### config.mk
export PLATFORM = sky130hd
export DESIGN_NAME = cla_addsub_pipe
export DESIGN_NICKNAME = d
export VERILOG_FILES = /design/src/rtl/cla_addsub_pipe.sv
export SDC_FILE = /design/constraint.sdc
export NUM_CORES = 1
export LEC_CHECK = 0
export CORE_MARGIN = 2
export CORE_UTILIZATION = 54
export DETAILED_ROUTE_END_ITERATION = 10
export PLACE_DENSITY = 0.79
export SYNTH_ARGS = -nofsm -noshare
export SYNTH_HDL_FRONTEND = slang
export SYNTH_SLANG_ARGS = --single-unit
### constraint.sdc
create_clock -name clk -period 7.3 [get_ports clk]
set_input_delay 0.73 -clock clk [delete_from_list [all_inputs] [get_ports clk]]
set_output_delay 0.73 -clock clk [all_outputs]
set_load 0.02 [all_outputs]
### src/rtl/cla_addsub_pipe.sv
// Pipelined carry-lookahead adder/subtractor: one SEG-bit CLA segment per stage, registered carry between segments.
// Optional signed saturation of the result when CLA_ADDSUB_SAT_EN is defined.
module cla_addsub_pipe #(
  parameter int WIDTH  = 32,
  parameter int STAGES = 4
) (
  input  logic             clk,
  input  logic             rst,
  input  logic             in_valid,
  output logic             in_ready,
  input  logic [WIDTH-1:0] a,
  input  logic [WIDTH-1:0] b,
  input  logic             ci,
  input  logic             sub,
  output logic             out_valid,
  input  logic             out_ready,
  output logic [WIDTH-1:0] s,
  output logic             co,
  output logic             ovf,
  output logic             zero
);

  localparam int SEG = WIDTH / STAGES;
  localparam int NG  = (SEG + 3) / 4;
  localparam int NR  = (STAGES > 1) ? STAGES - 1 : 1;

  // Returns {carry into segment MSB, carry out, SEG-bit sum}.
  function automatic logic [SEG+1:0] cla_seg(input logic [SEG-1:0] x,
                                             input logic [SEG-1:0] y,
                                             input logic           cin);
    logic [SEG-1:0] g, p, sm;
    logic [NG-1:0]  gg, pp;
    logic [NG:0]    gc;
    logic [SEG:0]   c;
    logic           term;
    int             base;
    g = x & y;
    p = x ^ y;
    for (int j = 0; j < NG; j++) begin
      gg[j] = 1'b0;
      pp[j] = 1'b1;
      for (int i = 4 * j; i < 4 * j + 4 && i < SEG; i++) begin
        term = g[i];
        for (int l = i + 1; l < 4 * j + 4 && l < SEG; l++) term = term & p[l];
        gg[j] = gg[j] | term;
        pp[j] = pp[j] & p[i];
      end
    end
    // Group carries as flat sum-of-products over group generate/propagate.
    for (int j = 0; j <= NG; j++) begin
      gc[j] = cin;
      for (int l = 0; l < j; l++) gc[j] = gc[j] & pp[l];
      for (int m = 0; m < j; m++) begin
        term = gg[m];
        for (int l = m + 1; l < j; l++) term = term & pp[l];
        gc[j] = gc[j] | term;
      end
    end
    for (int i = 0; i < SEG; i++) begin
      base = (i / 4) * 4;
      c[i] = gc[i / 4];
      for (int l = base; l < i; l++) c[i] = c[i] & p[l];
      for (int m = base; m < i; m++) begin
        term = g[m];
        for (int l = m + 1; l < i; l++) term = term & p[l];
        c[i] = c[i] | term;
      end
    end
    c[SEG] = gc[NG];
    sm = p ^ c[SEG-1:0];
    return {c[SEG-1], c[SEG], sm};
  endfunction

`ifdef CLA_ADDSUB_SAT_EN
  function automatic logic [WIDTH-1:0] sat_result(input logic [WIDTH-1:0] raw,
                                                  input logic             of,
                                                  input logic             a_msb);
    logic [WIDTH-1:0] r;
    r = raw;
    if (of) r = a_msb ? {1'b1, {(WIDTH-1){1'b0}}} : {1'b0, {(WIDTH-1){1'b1}}};
    return r;
  endfunction
`endif

  logic [WIDTH-1:0] a_d   [NR];
  logic [WIDTH-1:0] b_d   [NR];
  logic [WIDTH-1:0] sum_d [NR];
  logic             c_d   [NR];
  logic [WIDTH-1:0] a_q   [NR];
  logic [WIDTH-1:0] b_q   [NR];
  logic [WIDTH-1:0] sum_q [NR];
  logic             c_q   [NR];
  logic [NR-1:0]    vld_q;
  logic             last_vld;

  logic [WIDTH-1:0] s_d, s_q;
  logic             co_d, ovf_d, zero_d;
  logic             co_q, ovf_q, zero_q, out_valid_q;
  logic             advance;

  assign advance  = out_ready | ~out_valid_q;
  assign in_ready = advance;

  always_comb begin : stage_comb
    logic [WIDTH-1:0] xa, xb, xs;
    logic             xc;
    logic [SEG+1:0]   r;
    for (int k = 0; k < NR; k++) begin
      a_d[k]   = '0;
      b_d[k]   = '0;
      sum_d[k] = '0;
      c_d[k]   = 1'b0;
    end
    xa = a;
    xb = b ^ {WIDTH{sub}};
    xc = sub | ci;
    xs = '0;
    r  = '0;
    for (int k = 0; k < STAGES; k++) begin
      if (k > 0) begin
        xa = a_q[(k > 0) ? k - 1 : 0];
        xb = b_q[(k > 0) ? k - 1 : 0];
        xc = c_q[(k > 0) ? k - 1 : 0];
        xs = sum_q[(k > 0) ? k - 1 : 0];
      end
      r = cla_seg(xa[k*SEG +: SEG], xb[k*SEG +: SEG], xc);
      xs[k*SEG +: SEG] = r[SEG-1:0];
      if (k < STAGES - 1) begin
        a_d[(k < NR) ? k : NR-1]   = xa;
        b_d[(k < NR) ? k : NR-1]   = xb;
        c_d[(k < NR) ? k : NR-1]   = r[SEG];
        sum_d[(k < NR) ? k : NR-1] = xs;
      end
    end
    co_d  = r[SEG];
    ovf_d = r[SEG+1] ^ r[SEG];
`ifdef CLA_ADDSUB_SAT_EN
    s_d = sat_result(xs, ovf_d, xa[WIDTH-1]);
`else
    s_d = xs;
`endif
    zero_d = ~|s_d;
  end

  generate
    if (STAGES > 1) begin : g_pipe
      // ---- inter-segment pipeline registers ----
      always_ff @(posedge clk) begin
        if (advance) begin
          for (int k = 0; k < NR; k++) begin
            a_q[k]   <= a_d[k];
            b_q[k]   <= b_d[k];
            c_q[k]   <= c_d[k];
            sum_q[k] <= sum_d[k];
          end
        end
      end

      always_ff @(posedge clk or posedge rst) begin
        if (rst) begin
          vld_q <= '0;
        end else if (advance) begin
          vld_q[0] <= in_valid;
          for (int k = 1; k < NR; k++) vld_q[k] <= vld_q[k-1];
        end
      end

      assign last_vld = vld_q[NR-1];
    end else begin : g_single
      assign a_q[0]   = '0;
      assign b_q[0]   = '0;
      assign c_q[0]   = 1'b0;
      assign sum_q[0] = '0;
      assign vld_q    = '0;
      assign last_vld = in_valid;
    end
  endgenerate

  // ---- final stage: result and flag registers ----
  always_ff @(posedge clk or posedge rst) begin
    if (rst) begin
      out_valid_q <= 1'b0;
      s_q         <= '0;
      co_q        <= 1'b0;
      ovf_q       <= 1'b0;
      zero_q      <= 1'b0;
    end else if (advance) begin
      out_valid_q <= last_vld;
      s_q         <= s_d;
      co_q        <= co_d;
      ovf_q       <= ovf_d;
      zero_q      <= zero_d;
    end
  end

  assign out_valid = out_valid_q;
  assign s         = s_q;
  assign co        = co_q;
  assign ovf       = ovf_q;
  assign zero      = zero_q;

endmodule

# Word-level counts from Yosys, hierarchy flattened
# Memories as Yosys holds them, arrays and structs flattened.
# Index checks and enable logic that the tools add are counted.
[totals] mem_count=4 output_inout_bits=37 in_bits=70 ram_bits=291 reg_bits=39
[op_classes] n_reduce_logical=2 mux=2 bitwise_logic=209
[memory_table] memory="a_q" depth=3 width=32 rd=3 rd_clocked_by_memory_dff=0 write_ports=3 line_no="89" rtl="logic [WIDTH-1:0] a_q [NR];"
[memory_table] memory="b_q" depth=3 width=32 rd=3 rd_clocked_by_memory_dff=0 write_ports=3 line_no="90" rtl="logic [WIDTH-1:0] b_q [NR];"
[memory_table] memory="sum_q" depth=3 width=32 rd=3 rd_clocked_by_memory_dff=0 write_ports=3 line_no="91" rtl="logic [WIDTH-1:0] sum_q [NR];"
[memory_table] memory="c_q" depth=3 width=1 rd=3 rd_clocked_by_memory_dff=0 write_ports=3 line_no="92" rtl="logic c_q [NR];"
[ops] cell="$and A1 B1 Y1" count=108
[ops] cell="$or A1 B1 Y1" count=86
[ops] cell="$xor A8 B8 Y8" count=8
[ops] cell="$and A8 B8 Y8" count=4
[ops] cell="$reduce_or A32 Y1" count=1
[ops] cell="$xor A32 B32 Y32" count=1
[ops] cell="$mux W1" count=2
[ops] cell="$logic_not A1 Y1" count=1
[ops] cell="$not A1 Y1" count=1
[ops] cell="$xor A1 B1 Y1" count=1

# Logic depth before layout (Yosys ltp)
# Gate-level depths: netlist of run 1.
# An unclocked memory read counts as a cell.
[depth] ltp_word=18 ltp_mapped=13

# Worst setup path before layout of run 1
# No wires, ideal clock.
[synth_path] path_kind="in2out" start="in out_ready" end="out in_ready" setup_slack_ns=1.372 arrival_time_ns=5.198 stages=3 required_time_ns=6.570 path_buffers=1 path_cell_list="nor2b_1 inv_1 clkbuf_1"
[synth_between] elab_chain_cells=1
[synth_rtl] item="from (decl)" line_no="16" rtl="input logic out_ready,"
[synth_rtl] item="$or A1 B1 Y1" line_no="101" rtl="assign advance = out_ready | ~out_valid_q;"
[synth_rtl] item="to (decl)" line_no="10" rtl="output logic in_ready,"
# No other way between the ends.

# Worst setup path in the final report of run 1
# Ends and elaborated chain as after synthesis.

==> results of run 1 <==
## synthesized netlist by cell type
library cell,number
o21ai_0,4
fa_1,8
xor2_1,39
a32oi_1,1
a32o_2,1
ha_1,40
nand2b_1,6
nor4_4,1
or2_1,1
o21ai_1,7
a21oi_1,13
nand3_1,2
inv_1,10
nand2_1,107
o21a_1,14
nor2_1,19
nor4_1,4
edfxtp_1,147
dfrtp_1,39
nor4_2,2
a21o_1,2
clkbuf_1,7
nor3_1,7
mux2i_1,2
or4_4,1
buf_1,2
nand4_1,4
o311a_1,1
nor2b_1,6
xnor2_1,12
a22oi_1,2
buf_2,3
## registers in the layout, summed over array words and instances (netlist names)
register   flops
out_valid      1
co             1
b_q           48
vld_q          3
a_q           48
zero           1
s             32
ovf            1
c_q            3
sum_q         48
## final cells by class
type | instances | share of cell area
Timing Repair Buffer | 109 | 0.114
Tap cell | 180 | 0.0238
Multi-Input combinational cell | 306 | 0.225
Sequential cell | 186 | 0.569
Inverter | 10 | 0.00449
Clock inverter | 12 | 0.0182
Clock buffer | 20 | 0.0461
## kinds of logic after synthesis
family	Yosys count
and+or+nand+nor	160
xor gates and xnor gates	51
muxes	2
buffers and inverters	22
AOI/OAI and AO/OA	45
adders and majority gates	48
DFF	186
## routing by layer
layer	routed length [um]	vias up	GRT usage
li1	-	2048	-
met1	4990	1983	0.204
met2	6790	115	0.331
met3	529	31	0.0465
met4	406	0	0.0920
met5	0	-	0
## power breakdown
group	leakage (nW)	internal, mW	switching, mW	total [mW]
logic	1.56	0.511	0.663	1.17
registers	1.96	1.66	0.200	1.86
clock network	0.284	0.572	0.362	0.934
## path summary, 6_finish.rpt
kind                       depth (start not counted)              startpoint                      to
setup reg to reg                                   4   out_valid$_DFFE_PP0P_    b_q[0][30]$_DFFE_PP_
hold / removal                                     0  sum_q[0][45]$_DFFE_PP_  sum_q[0][77]$_DFFE_PP_
setup / recovery                                   5               out_ready                in_ready
hold reg to reg                                    0  sum_q[0][45]$_DFFE_PP_  sum_q[0][77]$_DFFE_PP_
min in group asynchronous                          3                     rst       s[22]$_DFFE_PP0P_
max in group asynchronous                          3                     rst       s[10]$_DFFE_PP0P_
## worst max-delay path, cell delays in order
cell and delay, ns:
clkdlybuf4s50_1 0.51, nor2b_4 0.05, buf_4 0.26, inv_6 0.61, clkdlybuf4s50_1 0.74
## metrics by stage
step	area (um^2)	util	hold slack [ns]
after floorplan	7600	-	0.400
after global placement	8860	0.641	0.401
after detailed placement	8860	0.641	0.405
after CTS	9470	0.685	0.415
after global routing	9470	0.685	0.423
final	9470	0.685	0.417
==> run metrics, run 1 <==
nets@finish roughly 750; largest net degree at the start of global routing just under 100; total CTS buffers 17; DP HPWL 8940 um; kind of start point of the critical path input port; Setup TNS Final 0 ns; MaxCap Viol Count 0; antenna violations before repair 0; post-route ant nets 0; Worst Path Max Fanout 97; Worst EP arrival about 3.0 ns; Synth Net Count 632; Starting Density 0.549; Post-Syn Area 7600 um^2; via count 4,177; CTS tree yes; Port Buffers 106; area of the die ~15,000 um^2; die width between 100 and 150 um; Cells after DPL between 700 and 800; pre-CTS WS 3.51 ns; overall power 3.97 mW; Hold Violations, Final 0; Ys Warns 0; Worst slew margin 0.322; RSZ-0062 raised after global routing no; Slew Viols, Final 0; worst hold path type flop to flop; DRC viols 0; first-pass iteration count of the detailed router 4; ant diodes 0; commonest non-fill, non-tap cells in the layout edfxtp_1, nand2_1, clkdlybuf4s50_1, ha_1; Area Overhead vs Synth 24.7%; Clock Tree Root clkbuf_16; Boundary Pins 107; Tightest Pin Transition 1.02 ns; Non-Filler Instances 823; H-tree level count 4; worst path required time 6.57 ns; Tcrit/Tclk final 0.505; number of synthesized register bits 186; final-layout fill cell count 916; drt total wl about 13,000 um; Avg Cell Area, Syn 14.8 um^2; outcome finished clean; GP Congestion 0.819; Final setup viols 0; Post-CTS Setup Bufs 0; layout cell share with drive strength beyond 1 0.0607; row cnt 43; cts repair resizes 0; die height 123 um; fin crit period approximately 3.7 ns; Wirelength per Cell 15.5 um; via count of the first global-routing pass 4,499; Core Region 13,800 um^2; combinational family with the most area after synthesis simple AND/OR/NAND/NOR gates; worst-skew pair later-pin latency ~0.41 ns; sequential cell area 5390 um^2; f_max 271 MHz; XOR/XNOR Fraction of Synth Area 0.0588; 1st-iter DRT viols 284; Post-Synth Simple-Gate Area 0.0931; deepest clock path buffer count 2; most area-hungry cell type in the Yosys netlist edfxtp_1; first-pass GRT wire length 20,700 um; Synth cell types 32; crit path kind input port to output port; share of the synthesized area in the top cell type 0.581; crit end category output port; Synth Area in Compound Gates 0.0376; grt ovf 0; GR Util All Layers 0.185; post-synthesis mux area share 0.00264; fin worst setup slack 3.62 ns; Reg2Reg Setup Slack about 4.5 ns; Hold-fix buffers, CTS 0; Max IR drop VDD 0.000199 V; top cells by area, synth edfxtp_1, dfrtp_1, ha_1, nand2_1, xor2_1; clk_skew ~0.0053 ns; Clk pin slew, worst setup/hold paths around 0.060 ns; Multi-input gate area 2130 um^2; Vias/cell approximately 5; Post-Synth Adder-Cell Area 0.0870; Synth Instances 514; leakage dissipation 3.80 nW; most common cell after layout, fill and taps aside edfxtp_1; CTS sink cnt 186; sequential area share after synthesis 0.710; P per Cell Area ~420 nW/um^2
Power figures use the tool's default switching activity.
==> run 2, diff against run 1 <==
CORE_UTILIZATION = 49   (was 54)
PLACE_DENSITY = 0.76   (was 0.79)
clock period = 3.1 ns   (was 7.3 ns; I/O delays follow)
==> run metrics, run 2 (synthesized netlist as in run 1, its figures left out) <==
outcome finished clean; DP HPWL 8770 um; Clock Tree Root clkbuf_16; crit path kind flop to flop; post-route ant nets 0; worst-skew pair later-pin latency 0.42 ns; deepest clock path buffer count 2; sequential cell area 5390 um^2; Area Overhead vs Synth 24.6%; Worst Path Max Fanout 2; Tcrit/Tclk final 0.852; CP max stage delay 0.52 ns; Core Region 15,200 um^2; Final setup viols 0; via count 4,134; total CTS buffers 17; Hold-fix buffers, CTS 0; fin crit period 2.64 ns; overall power 9.12 mW; Multi-input gate area 2130 um^2; GR Util All Layers 0.158; grt ovf 0; most common cell after layout, fill and taps aside edfxtp_1; P per Cell Area ~960 nW/um^2; MaxCap Viol Count 0; Port Buffers 106; Sw Ratio 0.308; CTS tree yes; crit end category flop; Internal 6.31 mW; 1st-iter DRT viols 251; worst hold path type input port to asynchronous set/reset pin; worst-path cell chain ha_1, a21oi_1, o21ai_1, o21ai_0, nand2b_1, fa_1, nor4_4, nand4_1, nor4_2, a32o_2; die width 129 um; Hold Worst Slack between 0.3 and 0.4 ns; Wirelength per Cell 14.5 um; area of the die ~17,000 um^2; leakage dissipation 3.81 nW; CTS sink cnt 186; Non-Filler Instances between 800 and 900; Tightest Pin Transition around 0.55 ns; clk_skew 0.00601 ns; Worst slew margin 0.633; H-tree level count 4; Worst EP arrival 2.99 ns; ant diodes 0; Switch Pwr 2.81 mW; worst path required time between 3 and 4 ns; Cells after DPL 802; Clk pin slew, worst setup/hold paths 0.06 ns; Reg2Reg Setup Slack 0.46 ns; register share of total power 0.476; GP Congestion 0.812; kind of start point of the critical path flop; die height 129 um; cts repair resizes 0; Hold Violations, Final 0; Setup TNS Final 0 ns; f_max 379 MHz; pre-CTS WS between 0.09 and 0.1 ns; final-layout fill cell count approximately 1.2k; clock network power share 0.221; antenna violations before repair 0; drt total wl around 12,000 um; largest net degree at the start of global routing between 100 and 150; layout cell share with drive strength beyond 1 0.0604; Vias/cell around 5.0; first-pass iteration count of the detailed router 4; DRC viols 0; row cnt 45; CP max-delay cell fa_1; nets@finish 751; fin worst setup slack 0.460 ns; Starting Density 0.500; via count of the first global-routing pass around 4.1k; Largest regs a_q x48, b_q x48, sum_q x48; Slew Viols, Final 0; commonest non-fill, non-tap cells in the layout edfxtp_1, nand2_1, clkdlybuf4s50_1, ha_1; RSZ-0062 raised after global routing no; combinational group share of total power 0.302; Post-CTS Setup Bufs 0; Max IR drop VDD between 0.0004 and 0.0005 V; Boundary Pins between 100 and 150; first-pass GRT wire length 19,800 um
-- run 2: cell count changes in the layout (fill, tap and decap cells not counted) --
cell	previous run	this run
inv_6	2	1
clkinvlp_4	4	1
bufinv_16	4	2
buf_4	3	5
clkinv_2	2	4
clkinv_1	1	4
buf_12	0	1
clkbuf_8	0	1
-- run 2: power by group through the flow --
stage	Clock, mW	Sequential [mW]	Combinational (mW)
floorplan	0	4.55	1.51
global placement	0	4.36	2.67
detailed placement	0	4.41	2.77
CTS	2.07	4.36	2.78
global route	2.17	4.45	3.07
finish	2.02	4.34	2.76
-- run 2: cell type report --
type / count / area share
sequential: 186 / 0.570
inverter: 10 / 0.00450
timing repair buffer: 112 / 0.118
clock inverter: 11 / 0.0108
multi-input combinational: 306 / 0.225
clock buffer: 21 / 0.0476
tap: 188 / 0.0249
-- run 2: layer usage --
layer | global-route usage | share of wire | wire length [um]
met1 | 0.198 | 0.44 | 5290
met2 | 0.266 | 0.50 | 6110
met3 | 0.0353 | 0.036 | 440
met4 | 0.0729 | 0.024 | 286
met5 | 0 | 0 | 0
-- run 2: worst paths after layout --
| kind | startpoint | end | cells past startpoint |
|---|---|---|---|
| hold / removal | rst | s[18]$_DFFE_PP0P_ | 3 |
| max in group asynchronous | rst | s[3]$_DFFE_PP0P_ | 3 |
| min in group clk | a_q[0][63]$_DFFE_PP_ | a_q[0][95]$_DFFE_PP_ | 0 |
| hold reg to reg | a_q[0][63]$_DFFE_PP_ | a_q[0][95]$_DFFE_PP_ | 0 |
| setup reg to reg | a_q[0][88]$_DFFE_PP_ | zero$_DFFE_PP0P_ | 10 |
| setup / recovery | a_q[0][88]$_DFFE_PP_ | zero$_DFFE_PP0P_ | 10 |
-- run 2: stage by stage --
stage,util,area [um^2]
2_1_floorplan,-,7600
3_3_place_gp,0.586,8910
3_5_place_dp,0.586,8910
4_1_cts,0.622,9460
5_1_grt,0.622,9460
6_report,0.622,9460
-- run 2: critical path: cells and delay by family (launching register included) --
family / cells / cell delay (ns)
adder cells (fa/ha/maj): 2 / 0.86
AND/OR/NAND/NOR: 4 / 0.66
AO/OA/AOI/OAI: 4 / 0.64
flip-flops: 1 / 0.42
==> run 3, diff against run 2 <==
CORE_ASPECT_RATIO = 1.25   (was not set)
CORE_UTILIZATION = 51   (was 49)
CTS_BUF_LIST = sky130_fd_sc_hd__clkbuf_4   (was not set)
PLACE_DENSITY = 0.78   (was 0.76)
==> run metrics, run 3 (synthesized netlist as in run 1, its figures left out) <==
Boundary Pins ~110; Reg2Reg Setup Slack 0.46 ns; drt total wl 11,500 um; die height 140 um; Switch Pwr about 2.7 mW; row cnt 49; sequential cell area 5390 um^2; Tightest Pin Transition 0.543 ns; Worst slew margin 0.636; layout cell share with drive strength beyond 1 0.0711; DRC viols 9; leakage dissipation 3.68 nW; Starting Density 0.525; nets@finish 752; outcome finished with violations; largest net degree at the start of global routing 93; 1st-iter DRT viols 219; reg2reg start a_q[0][88]$_DFFE_PP_; Port Buffers 106; failing checks design-rule violations; via count 4,061; cts repair resizes 0; deepest clock path buffer count 2; worst hold path type input port to asynchronous set/reset pin; Clk pin slew, worst setup/hold paths 0.14 ns; area of the die 15,900 um^2; CTS sink cnt ~190; Tcrit/Tclk final 0.853; DP HPWL between 8000 and 9000 um; FF-to-FF End zero$_DFFE_PP0P_; crit path kind flop to flop; Sw Ratio 0.331; Clock Tree Root clkbuf_4; total CTS buffers 17; Final setup viols 0; GP Congestion 0.824; final-layout fill cell count 1,081; fin crit period 2.64 ns; first-pass GRT wire length between 15,000 and 20,000 um; MaxCap Viol Count 0; Area Overhead vs Synth 20.0%; f_max between 300 and 400 MHz; Multi-input gate area 2120 um^2; Hold Violations, Final 0; Worst Path Max Fanout 2; Setup TNS Final 0 ns; RSZ-0062 raised after global routing no; GR Util All Layers 0.153; final instance area 9120 um^2; worst-skew pair later-pin latency 0.55 ns; die width 113 um; Largest regs a_q x48, b_q x48, sum_q x48; P per Cell Area 891 nW/um^2; clk_skew 0.0231 ns; post-route ant nets 0; Hold-fix buffers, CTS 0; Slew Viols, Final 0; Post-CTS Setup Bufs 0; grt ovf 0; Vias/cell 4.92; kind of start point of the critical path flop; Core Region 14,500 um^2; clock network power share 0.131; antenna violations before repair 1; most common cell after layout, fill and taps aside edfxtp_1; commonest non-fill, non-tap cells in the layout edfxtp_1, nand2_1, clkdlybuf4s50_1, ha_1; worst path required time 3.61 ns; CTS tree yes; Max IR drop VDD 0.000346 V; Wirelength per Cell 14.0 um; crit end category flop; placed instance area 8900 um^2; H-tree level count 4; via count of the first global-routing pass approximately 4k; combinational group share of total power 0.339; Worst EP arrival ~3.2 ns; Register-to-Register Path Depth 10; first-pass iteration count of the detailed router 7; Internal 5.43 mW; register share of total power 0.531
run 3: power groups by stage:
stage	clock network, mW	registers, mW	logic (mW)
after global placement	0	4.34	2.65
final	1.06	4.31	2.75
after CTS	1.11	4.32	2.77
after global routing	1.20	4.42	3.04
after detailed placement	0	4.38	2.76
after floorplan	0	4.55	1.51
run 3: per-stage QoR:
step	cells	setup WS, ns	hold WS [ns]	utilization	power [mW]
finish	826	0.457	0.144	0.630	8.12
global route	826	0.327	0.154	0.630	8.66
CTS	825	0.450	0.122	0.630	8.20
detailed placement	793	0.113	0.405	0.615	7.15
global placement	793	0.235	0.401	0.615	6.99
floorplan	514	0.451	0.400	-	6.06
run 3: worst max-delay path: stages (launching register included):
cell and delay, ns:
edfxtp_1 0.45, ha_1 0.33, a21oi_1 0.18, o21ai_1 0.10, o21ai_0 0.15, nand2b_1 0.12
fa_1 0.51, nor4_4 0.16, nand4_1 0.13, nor4_2 0.27, a32o_2 0.21
run 3: area by class of cell:
cell class                      instances  area share
Timing Repair Buffer                  113       0.123
Clock buffer                           19      0.0156
Tap cell                              178      0.0244
Clock inverter                         13     0.00823
Inverter                               10     0.00467
Sequential cell                       186       0.591
Multi-Input combinational cell        306       0.233
Antenna cell                            1    0.000274
run 3: worst max-delay path by stage:
stage	startpoint	to	cells past startpoint
final	a_q[0][88]$_DFFE_PP_	zero$_DFFE_PP0P_	10
after global routing	a_q[0][88]$_DFFE_PP_	zero$_DFFE_PP0P_	10
after CTS	a_q[0][88]$_DFFE_PP_	zero$_DFFE_PP0P_	10
after detailed placement	b[0]	sum_q[0][7]$_DFFE_PP_	13
after global placement	b[0]	sum_q[0][7]$_DFFE_PP_	13
after floorplan	sub	sum_q[0][7]$_DFFE_PP_	13
run 3: layer usage:
metal / GRT usage / wire length, um / vias to the layer above
met3: 0.0389 / 524 / 16
met1: 0.198 / 5000 / 1889
met2: 0.246 / 5780 / 94
li1: - / - / 2062
met5: 0 / 0 / -
met4: 0.0700 / 242 / 0
